--- config.mk ---
export PLATFORM = sky130hd
export DESIGN_NAME = cpu_control_fsm_flat
export DESIGN_NICKNAME = d
export VERILOG_FILES = /design/src/rtl/cpu_pkg.sv /design/src/rtl/cpu_control_fsm_if.sv /design/src/rtl/cpu_control_fsm_instr_decoder.sv /design/src/rtl/cpu_control_fsm.sv /design/src/flat_wrapper.sv
export SDC_FILE = /design/constraint.sdc
export NUM_CORES = 1
export LEC_CHECK = 0
export CAP_MARGIN = 30
export CORE_UTILIZATION = 38
export DETAILED_ROUTE_END_ITERATION = 8
export PLACE_DENSITY = 0.69
export SYNTH_ARGS = -nofsm -noshare
export SYNTH_HDL_FRONTEND = slang
export SYNTH_SLANG_ARGS = --single-unit
--- constraint.sdc ---
create_clock -name clock -period 4 [get_ports clock]
set_input_delay 0.6 -clock clock [delete_from_list [all_inputs] [get_ports clock]]
set_output_delay 0.6 -clock clock [all_outputs]
set_load 0.05 [all_outputs]
--- src/rtl/cpu_pkg.sv ---
// Shared definitions for the multi-cycle CPU control path: sequencer states,
// major opcodes, ALU ext codes, branch conditions and the decoded-instruction bundle.
package cpu_pkg;

    typedef enum logic [1:0] {
        FETCH,
        EXEC,
        WB,
        MEM
    } state_t;

    typedef enum logic [2:0] {
        CLS_ALU,
        CLS_LOAD,
        CLS_STORE,
        CLS_BRANCH,
        CLS_ILLEGAL
    } op_class_t;

    // Major opcodes, IR[15:12]
    localparam logic [3:0] OP_RR    = 4'h0;
    localparam logic [3:0] OP_MEM   = 4'h4;
    localparam logic [3:0] OP_ADDI  = 4'h5;
    localparam logic [3:0] OP_SHIFT = 4'h8;
    localparam logic [3:0] OP_BCOND = 4'hC;
    localparam logic [3:0] OP_MOVI  = 4'hD;
    localparam logic [3:0] OP_LUI   = 4'hF;

    // Register-register ext codes, IR[7:4]; these double as the ALU's low opcode nibble
    localparam logic [3:0] EXT_AND  = 4'h1;
    localparam logic [3:0] EXT_OR   = 4'h2;
    localparam logic [3:0] EXT_XOR  = 4'h3;
    localparam logic [3:0] EXT_ADD  = 4'h5;
    localparam logic [3:0] EXT_ADDU = 4'h6;
    localparam logic [3:0] EXT_SUB  = 4'h9;
    localparam logic [3:0] EXT_CMP  = 4'hB;
    localparam logic [3:0] EXT_MOV  = 4'hD;

    // Shift and memory ext codes
    localparam logic [3:0] EXT_LSHI_L = 4'h0;
    localparam logic [3:0] EXT_LSHI_R = 4'h1;
    localparam logic [3:0] EXT_LSH    = 4'h4;
    localparam logic [3:0] EXT_LOAD   = 4'h0;
    localparam logic [3:0] EXT_STOR   = 4'h4;

    // ALU opcodes issued for the immediate forms
    localparam logic [7:0] ALU_ADDI = 8'h05;
    localparam logic [7:0] ALU_MOVI = 8'h0D;
    localparam logic [7:0] ALU_LUI  = 8'hF0;
    localparam logic [7:0] ALU_LSH  = 8'h84;

    // Branch conditions, IR[11:8]
    localparam logic [3:0] COND_EQ = 4'h0;
    localparam logic [3:0] COND_NE = 4'h1;
    localparam logic [3:0] COND_GT = 4'h6;
    localparam logic [3:0] COND_UC = 4'hE;

    typedef struct packed {
        logic [7:0]  alu_opcode;
        logic [3:0]  reg_a;
        logic [3:0]  reg_b;
        logic        imm_sel;
        logic [15:0] imm_value;
        logic        writes;
        op_class_t   op_class;
        logic        legal;
    } decode_t;

    // psr bit3 is Z, bit1 is "greater"
    function automatic logic branch_taken(input logic [3:0] cond, input logic [4:0] psr);
        case (cond)
            COND_EQ: return psr[3];
            COND_NE: return ~psr[3];
            COND_GT: return psr[1];
            COND_UC: return 1'b1;
            default: return 1'b0;
        endcase
    endfunction

endpackage

--- src/rtl/cpu_control_fsm_if.sv ---
// Control bundle between the sequencer (master) and memories/datapath (slave).
interface cpu_control_fsm_if #(
    parameter int PC_WIDTH = 16
);
    logic                instr_req;
    logic [PC_WIDTH-1:0] instr_addr;
    logic                instr_ack;
    logic [15:0]         instr_data;
    logic [7:0]          alu_opcode;
    logic [3:0]          reg_addr_a;
    logic [3:0]          reg_addr_b;
    logic                imm_sel;
    logic [15:0]         imm_value;
    logic [4:0]          psr_in;
    logic                rf_we;
    logic [3:0]          rf_waddr;
    logic                wb_sel;
    logic                mem_req;
    logic                mem_we;
    logic                mem_ack;
    logic                illegal;

    modport master (
        output instr_req, instr_addr, alu_opcode, reg_addr_a, reg_addr_b,
               imm_sel, imm_value, rf_we, rf_waddr, wb_sel, mem_req, mem_we, illegal,
        input  instr_ack, instr_data, psr_in, mem_ack
    );

    modport slave (
        input  instr_req, instr_addr, alu_opcode, reg_addr_a, reg_addr_b,
               imm_sel, imm_value, rf_we, rf_waddr, wb_sel, mem_req, mem_we, illegal,
        output instr_ack, instr_data, psr_in, mem_ack
    );
endinterface

--- src/rtl/cpu_control_fsm_instr_decoder.sv ---
// Purely combinational instruction decoder: IR -> ALU controls, operand
// selects, immediate, write flag, op class and legality.
module instr_decoder
    import cpu_pkg::*;
(
    input  logic [15:0] instr,
    output decode_t     dec
);
    logic [3:0] op;
    logic [3:0] ext;

    assign op  = instr[15:12];
    assign ext = instr[7:4];

    // Anything not matched below stays CLS_ILLEGAL and is run as a NOP
    always_comb begin
        dec          = '0;
        dec.reg_a    = instr[11:8];
        dec.reg_b    = instr[3:0];
        dec.op_class = CLS_ILLEGAL;
        case (op)
            OP_RR: begin
                if (ext inside {EXT_AND, EXT_OR, EXT_XOR, EXT_ADD, EXT_ADDU, EXT_SUB, EXT_MOV}) begin
                    dec.alu_opcode = {4'h0, ext};
                    dec.writes     = 1'b1;
                    dec.op_class   = CLS_ALU;
                end else if (ext == EXT_CMP) begin
                    dec.alu_opcode = {4'h0, ext};
                    dec.op_class   = CLS_ALU;
                end
            end
            OP_ADDI: begin
                dec.alu_opcode = ALU_ADDI;
                dec.imm_sel    = 1'b1;
                dec.imm_value  = {{8{instr[7]}}, instr[7:0]};
                dec.writes     = 1'b1;
                dec.op_class   = CLS_ALU;
            end
            OP_MOVI: begin
                dec.alu_opcode = ALU_MOVI;
                dec.imm_sel    = 1'b1;
                dec.imm_value  = {8'h00, instr[7:0]};
                dec.writes     = 1'b1;
                dec.op_class   = CLS_ALU;
            end
            OP_LUI: begin
                dec.alu_opcode = ALU_LUI;
                dec.imm_sel    = 1'b1;
                dec.imm_value  = {8'h00, instr[7:0]};
                dec.writes     = 1'b1;
                dec.op_class   = CLS_ALU;
            end
            OP_SHIFT: begin
                if (ext == EXT_LSH) begin
                    dec.alu_opcode = ALU_LSH;
                    dec.writes     = 1'b1;
                    dec.op_class   = CLS_ALU;
                end else if (ext == EXT_LSHI_L || ext == EXT_LSHI_R) begin
                    dec.alu_opcode = {4'h8, ext};
                    dec.imm_sel    = 1'b1;
                    dec.imm_value  = {12'h000, instr[3:0]};
                    dec.writes     = 1'b1;
                    dec.op_class   = CLS_ALU;
                end
            end
            OP_MEM: begin
                if (ext == EXT_LOAD) begin
                    dec.reg_a    = instr[3:0];
                    dec.writes   = 1'b1;
                    dec.op_class = CLS_LOAD;
                end else if (ext == EXT_STOR) begin
                    dec.reg_a    = instr[3:0];
                    dec.reg_b    = instr[11:8];
                    dec.op_class = CLS_STORE;
                end
            end
            OP_BCOND: begin
                if (instr[11:8] inside {COND_EQ, COND_NE, COND_GT, COND_UC}) begin
                    dec.op_class = CLS_BRANCH;
                end
            end
            default: ;
        endcase
        dec.legal = (dec.op_class != CLS_ILLEGAL);
    end

endmodule

--- src/rtl/cpu_control_fsm.sv ---
// Multi-cycle instruction sequencer: FETCH -> EXEC -> WB/MEM -> FETCH,
// branches return to FETCH straight from EXEC. Outputs are registered, except
// the load write strobe which must coincide with the memory's ack cycle.
module cpu_control_fsm
    import cpu_pkg::*;
#(
    parameter int                  PC_WIDTH = 16,
    parameter logic [PC_WIDTH-1:0] RESET_PC = '0
)
(
    input  logic              clock,
    input  logic              reset,
    cpu_control_fsm_if.master bus
);
    state_t              state;
    logic [PC_WIDTH-1:0] pc;
    logic [15:0]         ir;
    logic                rf_we_q;
    logic                load_pending;
    decode_t             dec;
    logic [15:0]         dec_src;
    logic [PC_WIDTH-1:0] pc_inc;
    logic [PC_WIDTH-1:0] pc_branch;
    logic [PC_WIDTH-1:0] pc_next;
    logic                taken;

    // In FETCH the incoming word is decoded so EXEC controls can be registered
    // on the ack edge; afterwards the decoder looks at the latched IR.
    assign dec_src = (state == FETCH) ? bus.instr_data : ir;

    instr_decoder u_decoder (
        .instr (dec_src),
        .dec   (dec)
    );

    assign pc_inc    = pc + PC_WIDTH'(1);
    assign pc_branch = pc + {{(PC_WIDTH-8){ir[7]}}, ir[7:0]};
    assign taken     = branch_taken(ir[11:8], bus.psr_in);
    assign pc_next   = (dec.op_class == CLS_BRANCH && taken) ? pc_branch : pc_inc;

    assign bus.rf_we = rf_we_q | (load_pending & bus.mem_ack & reset);

    // Sequencer state, PC/IR and all registered control outputs
    always_ff @(posedge clock) begin
        if (!reset) begin
            state          <= FETCH;
            pc             <= RESET_PC;
            ir             <= '0;
            rf_we_q        <= 1'b0;
            load_pending   <= 1'b0;
            bus.instr_req  <= 1'b0;
            bus.instr_addr <= '0;
            bus.alu_opcode <= '0;
            bus.reg_addr_a <= '0;
            bus.reg_addr_b <= '0;
            bus.imm_sel    <= 1'b0;
            bus.imm_value  <= '0;
            bus.rf_waddr   <= '0;
            bus.wb_sel     <= 1'b0;
            bus.mem_req    <= 1'b0;
            bus.mem_we     <= 1'b0;
            bus.illegal    <= 1'b0;
        end else begin
            bus.illegal <= 1'b0;
            rf_we_q     <= 1'b0;
            case (state)
                FETCH: begin
                    bus.instr_req  <= 1'b1;
                    bus.instr_addr <= pc;
                    if (bus.instr_req && bus.instr_ack) begin
                        ir             <= bus.instr_data;
                        bus.instr_req  <= 1'b0;
                        bus.alu_opcode <= dec.alu_opcode;
                        bus.reg_addr_a <= dec.reg_a;
                        bus.reg_addr_b <= dec.reg_b;
                        bus.imm_sel    <= dec.imm_sel;
                        bus.imm_value  <= dec.imm_value;
                        bus.illegal    <= ~dec.legal;
                        state          <= EXEC;
                    end
                end
                EXEC: begin
                    case (dec.op_class)
                        CLS_BRANCH, CLS_ILLEGAL: begin
                            pc             <= pc_next;
                            bus.instr_req  <= 1'b1;
                            bus.instr_addr <= pc_next;
                            state          <= FETCH;
                        end
                        CLS_LOAD: begin
                            bus.mem_req  <= 1'b1;
                            bus.mem_we   <= 1'b0;
                            bus.wb_sel   <= 1'b1;
                            bus.rf_waddr <= ir[11:8];
                            load_pending <= 1'b1;
                            state        <= MEM;
                        end
                        CLS_STORE: begin
                            bus.mem_req <= 1'b1;
                            bus.mem_we  <= 1'b1;
                            state       <= MEM;
                        end
                        default: begin
                            rf_we_q      <= dec.writes;
                            bus.rf_waddr <= ir[11:8];
                            bus.wb_sel   <= 1'b0;
                            state        <= WB;
                        end
                    endcase
                end
                WB: begin
                    pc             <= pc_inc;
                    bus.instr_req  <= 1'b1;
                    bus.instr_addr <= pc_inc;
                    state          <= FETCH;
                end
                MEM: begin
                    if (bus.mem_req && bus.mem_ack) begin
                        bus.mem_req    <= 1'b0;
                        bus.mem_we     <= 1'b0;
                        bus.wb_sel     <= 1'b0;
                        load_pending   <= 1'b0;
                        pc             <= pc_inc;
                        bus.instr_req  <= 1'b1;
                        bus.instr_addr <= pc_inc;
                        state          <= FETCH;
                    end
                end
                default: state <= FETCH;
            endcase
        end
    end

endmodule

--- src/flat_wrapper.sv ---
// flat-port wrapper written by rule: the top's interface ports become plain ports
module cpu_control_fsm_flat import cpu_pkg::*;
#(
    parameter int                  PC_WIDTH = 16,
    parameter logic [PC_WIDTH-1:0] RESET_PC = '0
)
  (clock, reset, bus_instr_req, bus_instr_addr, bus_alu_opcode, bus_reg_addr_a, bus_reg_addr_b, bus_imm_sel, bus_imm_value, bus_rf_we, bus_rf_waddr, bus_wb_sel, bus_mem_req, bus_mem_we, bus_illegal, bus_instr_ack, bus_instr_data, bus_psr_in, bus_mem_ack);
  cpu_control_fsm_if #(.PC_WIDTH(PC_WIDTH)) bus_i ();
  input  logic clock;
  input  logic reset;
  output wire logic [$bits(bus_i.instr_req)-1:0] bus_instr_req;
  output wire logic [$bits(bus_i.instr_addr)-1:0] bus_instr_addr;
  output wire logic [$bits(bus_i.alu_opcode)-1:0] bus_alu_opcode;
  output wire logic [$bits(bus_i.reg_addr_a)-1:0] bus_reg_addr_a;
  output wire logic [$bits(bus_i.reg_addr_b)-1:0] bus_reg_addr_b;
  output wire logic [$bits(bus_i.imm_sel)-1:0] bus_imm_sel;
  output wire logic [$bits(bus_i.imm_value)-1:0] bus_imm_value;
  output wire logic [$bits(bus_i.rf_we)-1:0] bus_rf_we;
  output wire logic [$bits(bus_i.rf_waddr)-1:0] bus_rf_waddr;
  output wire logic [$bits(bus_i.wb_sel)-1:0] bus_wb_sel;
  output wire logic [$bits(bus_i.mem_req)-1:0] bus_mem_req;
  output wire logic [$bits(bus_i.mem_we)-1:0] bus_mem_we;
  output wire logic [$bits(bus_i.illegal)-1:0] bus_illegal;
  input wire logic [$bits(bus_i.instr_ack)-1:0] bus_instr_ack;
  input wire logic [$bits(bus_i.instr_data)-1:0] bus_instr_data;
  input wire logic [$bits(bus_i.psr_in)-1:0] bus_psr_in;
  input wire logic [$bits(bus_i.mem_ack)-1:0] bus_mem_ack;
  assign bus_instr_req = bus_i.instr_req;
  assign bus_instr_addr = bus_i.instr_addr;
  assign bus_alu_opcode = bus_i.alu_opcode;
  assign bus_reg_addr_a = bus_i.reg_addr_a;
  assign bus_reg_addr_b = bus_i.reg_addr_b;
  assign bus_imm_sel = bus_i.imm_sel;
  assign bus_imm_value = bus_i.imm_value;
  assign bus_rf_we = bus_i.rf_we;
  assign bus_rf_waddr = bus_i.rf_waddr;
  assign bus_wb_sel = bus_i.wb_sel;
  assign bus_mem_req = bus_i.mem_req;
  assign bus_mem_we = bus_i.mem_we;
  assign bus_illegal = bus_i.illegal;
  assign bus_i.instr_ack = bus_instr_ack;
  assign bus_i.instr_data = bus_instr_data;
  assign bus_i.psr_in = bus_psr_in;
  assign bus_i.mem_ack = bus_mem_ack;
  cpu_control_fsm #(.PC_WIDTH(PC_WIDTH), .RESET_PC(RESET_PC)) u_core (.clock(clock), .reset(reset), .bus(bus_i));
endmodule
* Word-level counts from Yosys, hierarchy flattened
Cells that the tools add are included.
** Operators by class
- Add/sub/neg operators :: 2
- Equality and inequality tests :: 36
- Mux-type cells :: 46
- Bitwise operators :: 8
- Reduce and logical (&&, ||, !) cells :: 29
** Operator list (count)
- 2-to-1 mux 16 bit :: 4
- case mux 16 bit (4 select lines) :: 1
- case mux 17 bit (3 select lines) :: 1
- case mux 16 bit (3 select lines) :: 1
- 2-to-1 mux 8 bit :: 5
- case mux 8 bit (5 select lines) :: 1
- == test 4 bit, second input constant :: 9
- == test 4 x 3 -> 1 bit, second input constant :: 7
- 2-to-1 mux 21 bit :: 1
- AND reduction 3 bit :: 6
- 2-to-1 mux 17 bit :: 1
- adder 16 x 1 -> 16 bit, second input constant :: 1
- adder 16 bit :: 1
- logical NOT 4 bit :: 4
- 2-to-1 mux 4 bit :: 4
- 2-to-1 mux 3 bit :: 5
- case mux 3 bit (5 select lines) :: 1
- == test 4 x 1 -> 1 bit, second input constant :: 3
- case mux 1 bit (2 select lines) :: 6
- case mux 1 bit (4 select lines) :: 3
- == test 4 x 2 -> 1 bit, second input constant :: 2
- 2-to-1 mux 1 bit :: 8
- case mux 2 bit (4 select lines) :: 1
- AND reduction 2 bit :: 4
- 24 further kinds :: 41
** Word-level totals
- Register bits after elaboration :: 94
- Input bits :: 25

* Longest topological paths before layout
- Depth after elaboration :: 12
- Gate-level depth with buffers :: 12
- Depth with buffers taken out :: 10

* Modules after synthesis
Synthesis repeated with hierarchy kept, for this count alone.
** Unflattened totals
- Cell total of the unflattened synthesis :: 692
- Area total of the unflattened synthesis :: 5472.7 sq um
** By module, submodules not included
- cpu_control_fsm :: times used 1, cells an instance 596, area an instance 4833.4 sq um, seq. area each 1881.8 sq um
- instr_decoder :: times used 1, cells an instance 96, area an instance 639.4 sq um, seq. area each 0.0 sq um

* Worst setup path before layout
Ideal clock, no wire load.
- Path type :: input port to flip-flop
- Start :: in bus_instr_data[12]
- End :: reg u_core.bus.instr_addr[12]
- Library setup time :: 0.128 ns
- Data arrival time :: 2.793 ns
- Path slack :: 1.080 ns
- Stages on the path :: 9
- Path through :: or4_4 o31a_1 or4_1 buf_2 or3_1 buf_6 buf_6 o2111ai_2 o21ai_1
** On the way
- Longest elaborated chain between the ends :: 9
- Elaborated cells on any way between the ends :: 19
** Ends and longest elaborated chain
- start, declared :: RTL line flat_wrapper.sv:25 : input wire logic [$bits(bus_i.instr_data)-1:0] bus_instr_data;
- 2-to-1 mux 16 bit (*) :: RTL line cpu_control_fsm.sv:29 : assign dec_src = (state == FETCH) ? bus.instr_data : ir;
- == test 4 bit or == test 4 x 3 -> 1 bit (tied branches) :: RTL line cpu_control_fsm_instr_decoder.sv:21 : case (op)
- OR reduction 3 bit (no source line)
- case mux 3 bit (5 select lines) (*) :: RTL line cpu_control_fsm_instr_decoder.sv:21
- == test 3 x 2 -> 1 bit :: RTL line cpu_control_fsm.sv:39, cpu_control_fsm.sv:83
- logical AND 1 bit :: RTL line cpu_control_fsm.sv:39 : assign pc_next = (dec.op_class == CLS_BRANCH && taken) ? pc_branch : pc_inc;
- 2-to-1 mux 16 bit :: RTL line cpu_control_fsm.sv:39
- 2-to-1 mux 16 bit :: RTL line cpu_control_fsm.sv:83 : case (dec.op_class)
- case mux 16 bit (4 select lines) :: RTL line cpu_control_fsm.sv:66 : case (state)
- end signal, assigned :: RTL line cpu_control_fsm.sv:69 : bus.instr_addr <= pc;
- end signal, assigned :: RTL line cpu_control_fsm.sv:87 : bus.instr_addr <= pc_next;
- end signal, assigned :: RTL line cpu_control_fsm.sv:114 : bus.instr_addr <= pc_inc;
- end, declared :: RTL line cpu_control_fsm_if.sv:24 : output instr_req, instr_addr, alu_opcode, reg_addr_a, reg_addr_b,
Every way passes the cells marked *; elsewhere a longest branch is shown, timed or not. The select of a mux whose other input is x is not followed.
A chain may end at the register's enable or synchronous reset.

* Worst setup path after layout
- Start :: reg u_core.state[0]
- End :: reg u_core.bus.instr_addr[13]
** On the way
- Longest elaborated chain between the ends :: 12
- Elaborated cells on any way between the ends :: 48
** Ends and longest elaborated chain
- start, declared :: RTL line cpu_control_fsm.sv:15 : state_t state;
- start signal, assigned :: RTL line cpu_control_fsm.sv:46 : state <= FETCH;
- start signal, assigned :: RTL line cpu_control_fsm.sv:79 : state <= EXEC;
- start signal, assigned :: RTL line cpu_control_fsm.sv:88 : state <= FETCH;
- logical NOT 2 bit :: RTL line cpu_control_fsm.sv:29, cpu_control_fsm.sv:66
- 2-to-1 mux 16 bit :: RTL line cpu_control_fsm.sv:29
- == test 4 x 1 -> 1 bit or logical NOT 4 bit (tied branches) :: RTL line cpu_control_fsm_instr_decoder.sv:23, cpu_control_fsm_instr_decoder.sv:58, cpu_control_fsm_instr_decoder.sv:67
- logical OR 1 bit :: RTL line cpu_control_fsm_instr_decoder.sv:58 : end else if (ext == EXT_LSHI_L || ext == EXT_LSHI_R) begin
- 2-to-1 mux 21 bit :: RTL line cpu_control_fsm_instr_decoder.sv:58
- 2-to-1 mux 4 bit :: RTL line cpu_control_fsm_instr_decoder.sv:54 : if (ext == EXT_LSH) begin
- case mux 3 bit (5 select lines) :: RTL line cpu_control_fsm_instr_decoder.sv:21
- == test 3 x 2 -> 1 bit :: RTL line cpu_control_fsm.sv:39, cpu_control_fsm.sv:83
- logical AND 1 bit :: RTL line cpu_control_fsm.sv:39
- 2-to-1 mux 16 bit :: RTL line cpu_control_fsm.sv:39
- 2-to-1 mux 16 bit :: RTL line cpu_control_fsm.sv:83
- case mux 16 bit (4 select lines) :: RTL line cpu_control_fsm.sv:66
Parallel ways exist; a longest one is shown, timed or not. The select of a mux whose other input is x is not followed.

==> results.yml <==
timing:
  worstMarginPinSlew_ns: 0.815
  fmax_mhz: 295
  final-setup-viol-count: 0
  period_minus_slack_ns: 3.39
  final.period_utilization_pct: 84.7
  hold_viol: 0
  setup_ws_ns: 0.612
  slew_violations: 0
  finalSetupTns_ns: 0
  fin_skew_ns: 0.0110
  relSlewSlack_pct: 45.6
  rsz0062_at_grt: "no"
final_layout:
  final_common_cell: "nand2_1"
  n_fill_cell: 1231
  drive_above_1_share_pct: 9.22
  fin_nets: 742
  syn_to_final_growth_pct: 24.9
  diodes: 0
  fin_util_pct: 48.9
  final_cell_mix: "105 x nand2_1, 85 x dfxtp_1, 80 x clkdlybuf4s50_1"
synthesis:
  yosysUniqueCellTypes: 68
  avgSynthCellArea_um2: 7.83
  synth_area_mm2: 0.00497
  synth_edf_count: 0
  syn_nets: 676
  async_reset_ff_share_pct: 0
  synth_cells: 634
  ys_seq_area_share_pct: 34.3
  ys_warn_count: 0
  ys.flop_type: "dfxtp_1"
  ys_ff_latch: 85
power_and_ir_drop:
  p_sw_share_pct: 31.8
  power_frac_comb_pct: 17.6
  vdd_drop_max_mv: 0.190
  p_seq_share_pct: 42.4
  pwr-share-clk_pct: 40.0
  p_int_mw: 1.45
  leakage_nw: 2.26
  power.density_mw_per_mm2: 343
  p_switching_mw: 0.677
routing:
  ant_nets: 0
  wirelength_um: 14200
  firstDrtPassIters: 5
  vias_per_cell: 5.55
  detail_route.drc_violations: 0
  num_vias: 4871
  wl_per_cell_um: 16.2
  drtIter0Drc: 328
floorplan:
  std_cell_rows: 41
  dieArea_mm2: 0.0135
  start_util_pct: 39.2
  fp.dieH_um: 116
  io_pins: 84
  die_x_um: 116
  fp.coreArea_mm2: 0.0127
placement:
  gp_congestion: 0.943
  dp_hpwl_um: 10400
  detailedPlace.worstSlack_ns: 0.388
  io_buffers: 80
critical_path:
  critPathRequiredTime_ns: 4.28
  rrSetupSlack_ns: 0.61
  reg2reg_to: "u_core.bus.instr_addr[13]"
  crit_chain: "nor2_2 > mux2_2 > nand3b_1 > o2111ai_1 > o21bai_4 > nand2b_4 > or4_1 > o21ai_1"
  cp-start-kind: "flip-flop"
  critPathTopFamily: "simple AND/OR/NAND/NOR gates"
  cp-end-kind: "flip-flop"
  arrival_ns: 3.67
  startpoint: "u_core.state[0]"
  reg2reg_depth: 8
  timing.rr.start: "u_core.state[0]"
  cpPeakStageDelay_ns: 0.71
  crit_cells: 8
  cp_slowest_cell: "nor2_2"
  crit_buf_inv: 0
  cp_max_fo: 14
  crit_type: "flip-flop to flip-flop"
  worstSetupEndpoint: "u_core.bus.instr_addr[13]"
job:
  max_cap_viol_count: 0
global_routing:
  grt_usage_pct: 22.2
  grt_pass1_vias: 4646
  overflow: 0
  antenna_found_initial: 0
  grt_max_degree: 40
  grt_pass1_wl_um: 23100
clock_tree:
  insertion_delay_ns: 0.36
  ctsRootBufferMaster: "clkbuf_16"
  cts_setup_buffers: 0
  tritoncts: "yes"
  cts_buffers: 9
  clockBufferDepth: 2
  cts-resized-gates: 0
  htreeDepth: 3
  cts_sinks: 85
  path_clk_slew_ns: 0.07
  ctsHoldBuffers: 0
hold_path:
  hp-class: "flip-flop to flip-flop"
run_status:
  outcome: "finished clean"
==> stage by stage <==
step	power (mW)	instance area, um2	cells	hold slack [ns]
floorplan	1.16	4970	634	0.437
global placement	1.29	5900	861	0.439
detailed placement	1.29	5900	861	0.446
CTS	2.14	6200	877	0.456
global route	2.21	6200	877	0.472
finish	2.13	6200	877	0.450
==> routing by layer <==
layer | vias to the layer above | routed length, um | track usage (%)
li1 | 2396 | - | -
met1 | 2297 | 6080 | 26.6
met2 | 149 | 6930 | 37.7
met3 | 29 | 809 | 4.62
met4 | 0 | 420 | 10.9
met5 | - | 0 | 0
==> state kept, by name, indices dropped and copies added (netlist names) <==
name                   count
u_core.bus.alu_opcode      6
u_core.bus.illegal         1
u_core.bus.imm_sel         1
u_core.bus.imm_value       9
u_core.bus.instr_addr     16
u_core.bus.instr_req       1
u_core.bus.mem_req         1
u_core.bus.mem_we          1
u_core.bus.reg_addr_a      4
u_core.bus.reg_addr_b      4
u_core.bus.rf_waddr        4
u_core.bus.wb_sel          1
u_core.ir                 16
u_core.load_pending        1
u_core.pc                 16
u_core.rf_we_q             1
u_core.state               2
==> final cells by class <==
class	count	area, um2	area share [%]
clock buffers	9	225	3.63
clock inverters	7	75.1	1.21
inverters	16	60.1	0.969
multi-input cells	488	2970	47.9
flip-flops and latches	85	1700	27.4
well taps	172	215	3.47
repair buffers	100	951	15.3
==> power by group through the flow <==
stage | sequential [mW] | clock, mW | combinational (mW)
finish | 0.902 | 0.852 | 0.375
detailed placement | 0.920 | 0 | 0.372
floorplan | 0.956 | 0 | 0.206
CTS | 0.901 | 0.869 | 0.374
global placement | 0.919 | 0 | 0.367
global route | 0.905 | 0.902 | 0.406
==> worst min path at each step <==
stage	cells after the start	to	from	slack, ns
global route	2	u_core.bus.imm_value[6]	u_core.bus.imm_value[6]	0.47
CTS	2	u_core.bus.alu_opcode[1]	u_core.bus.alu_opcode[1]	0.46
floorplan	2	u_core.load_pending	u_core.load_pending	0.44
finish	2	u_core.bus.alu_opcode[1]	u_core.bus.alu_opcode[1]	0.45
global placement	2	u_core.bus.imm_value[3]	u_core.bus.imm_value[3]	0.44
detailed placement	2	u_core.bus.alu_opcode[1]	u_core.bus.alu_opcode[1]	0.45
==> worst min-delay path, cell delays in order (launching register included) <==
cell,delay [ns]
dfxtp_1,0.31
nand2_1,0.05
a21oi_1,0.05
==> synth_stat cells, drive strengths merged (9+ instances only) <==
cell,count,area (um2)
mux2i,14,140
xnor2,18,158
nor3,10,65.1
o211ai,11,97.6
buf,23,154
a21oi,67,335
a22oi,18,135
a211oi,9,72.6
inv,16,60.1
a31oi,9,56.3
nand2,108,418
o21ai,30,150
nand3,27,135
dfxtp,85,1700
ha,16,200
clkbuf,22,82.6
nor2,48,183
==> cells by family (layout without fill, tap and decap cells) <==
family / count (synthesis) / after routing / synth area share, %
compound gates: 181 / 181 / 23.4
xor+xnor: 25 / 25 / 4.41
fa+ha+maj: 17 / 17 / 4.43
buf+inv: 61 / 132 / 5.97
flops: 85 / 85 / 34.3
mux: 15 / 15 / 3.05
simple gates: 250 / 250 / 24.4
(Power assumes the default switching activity.)
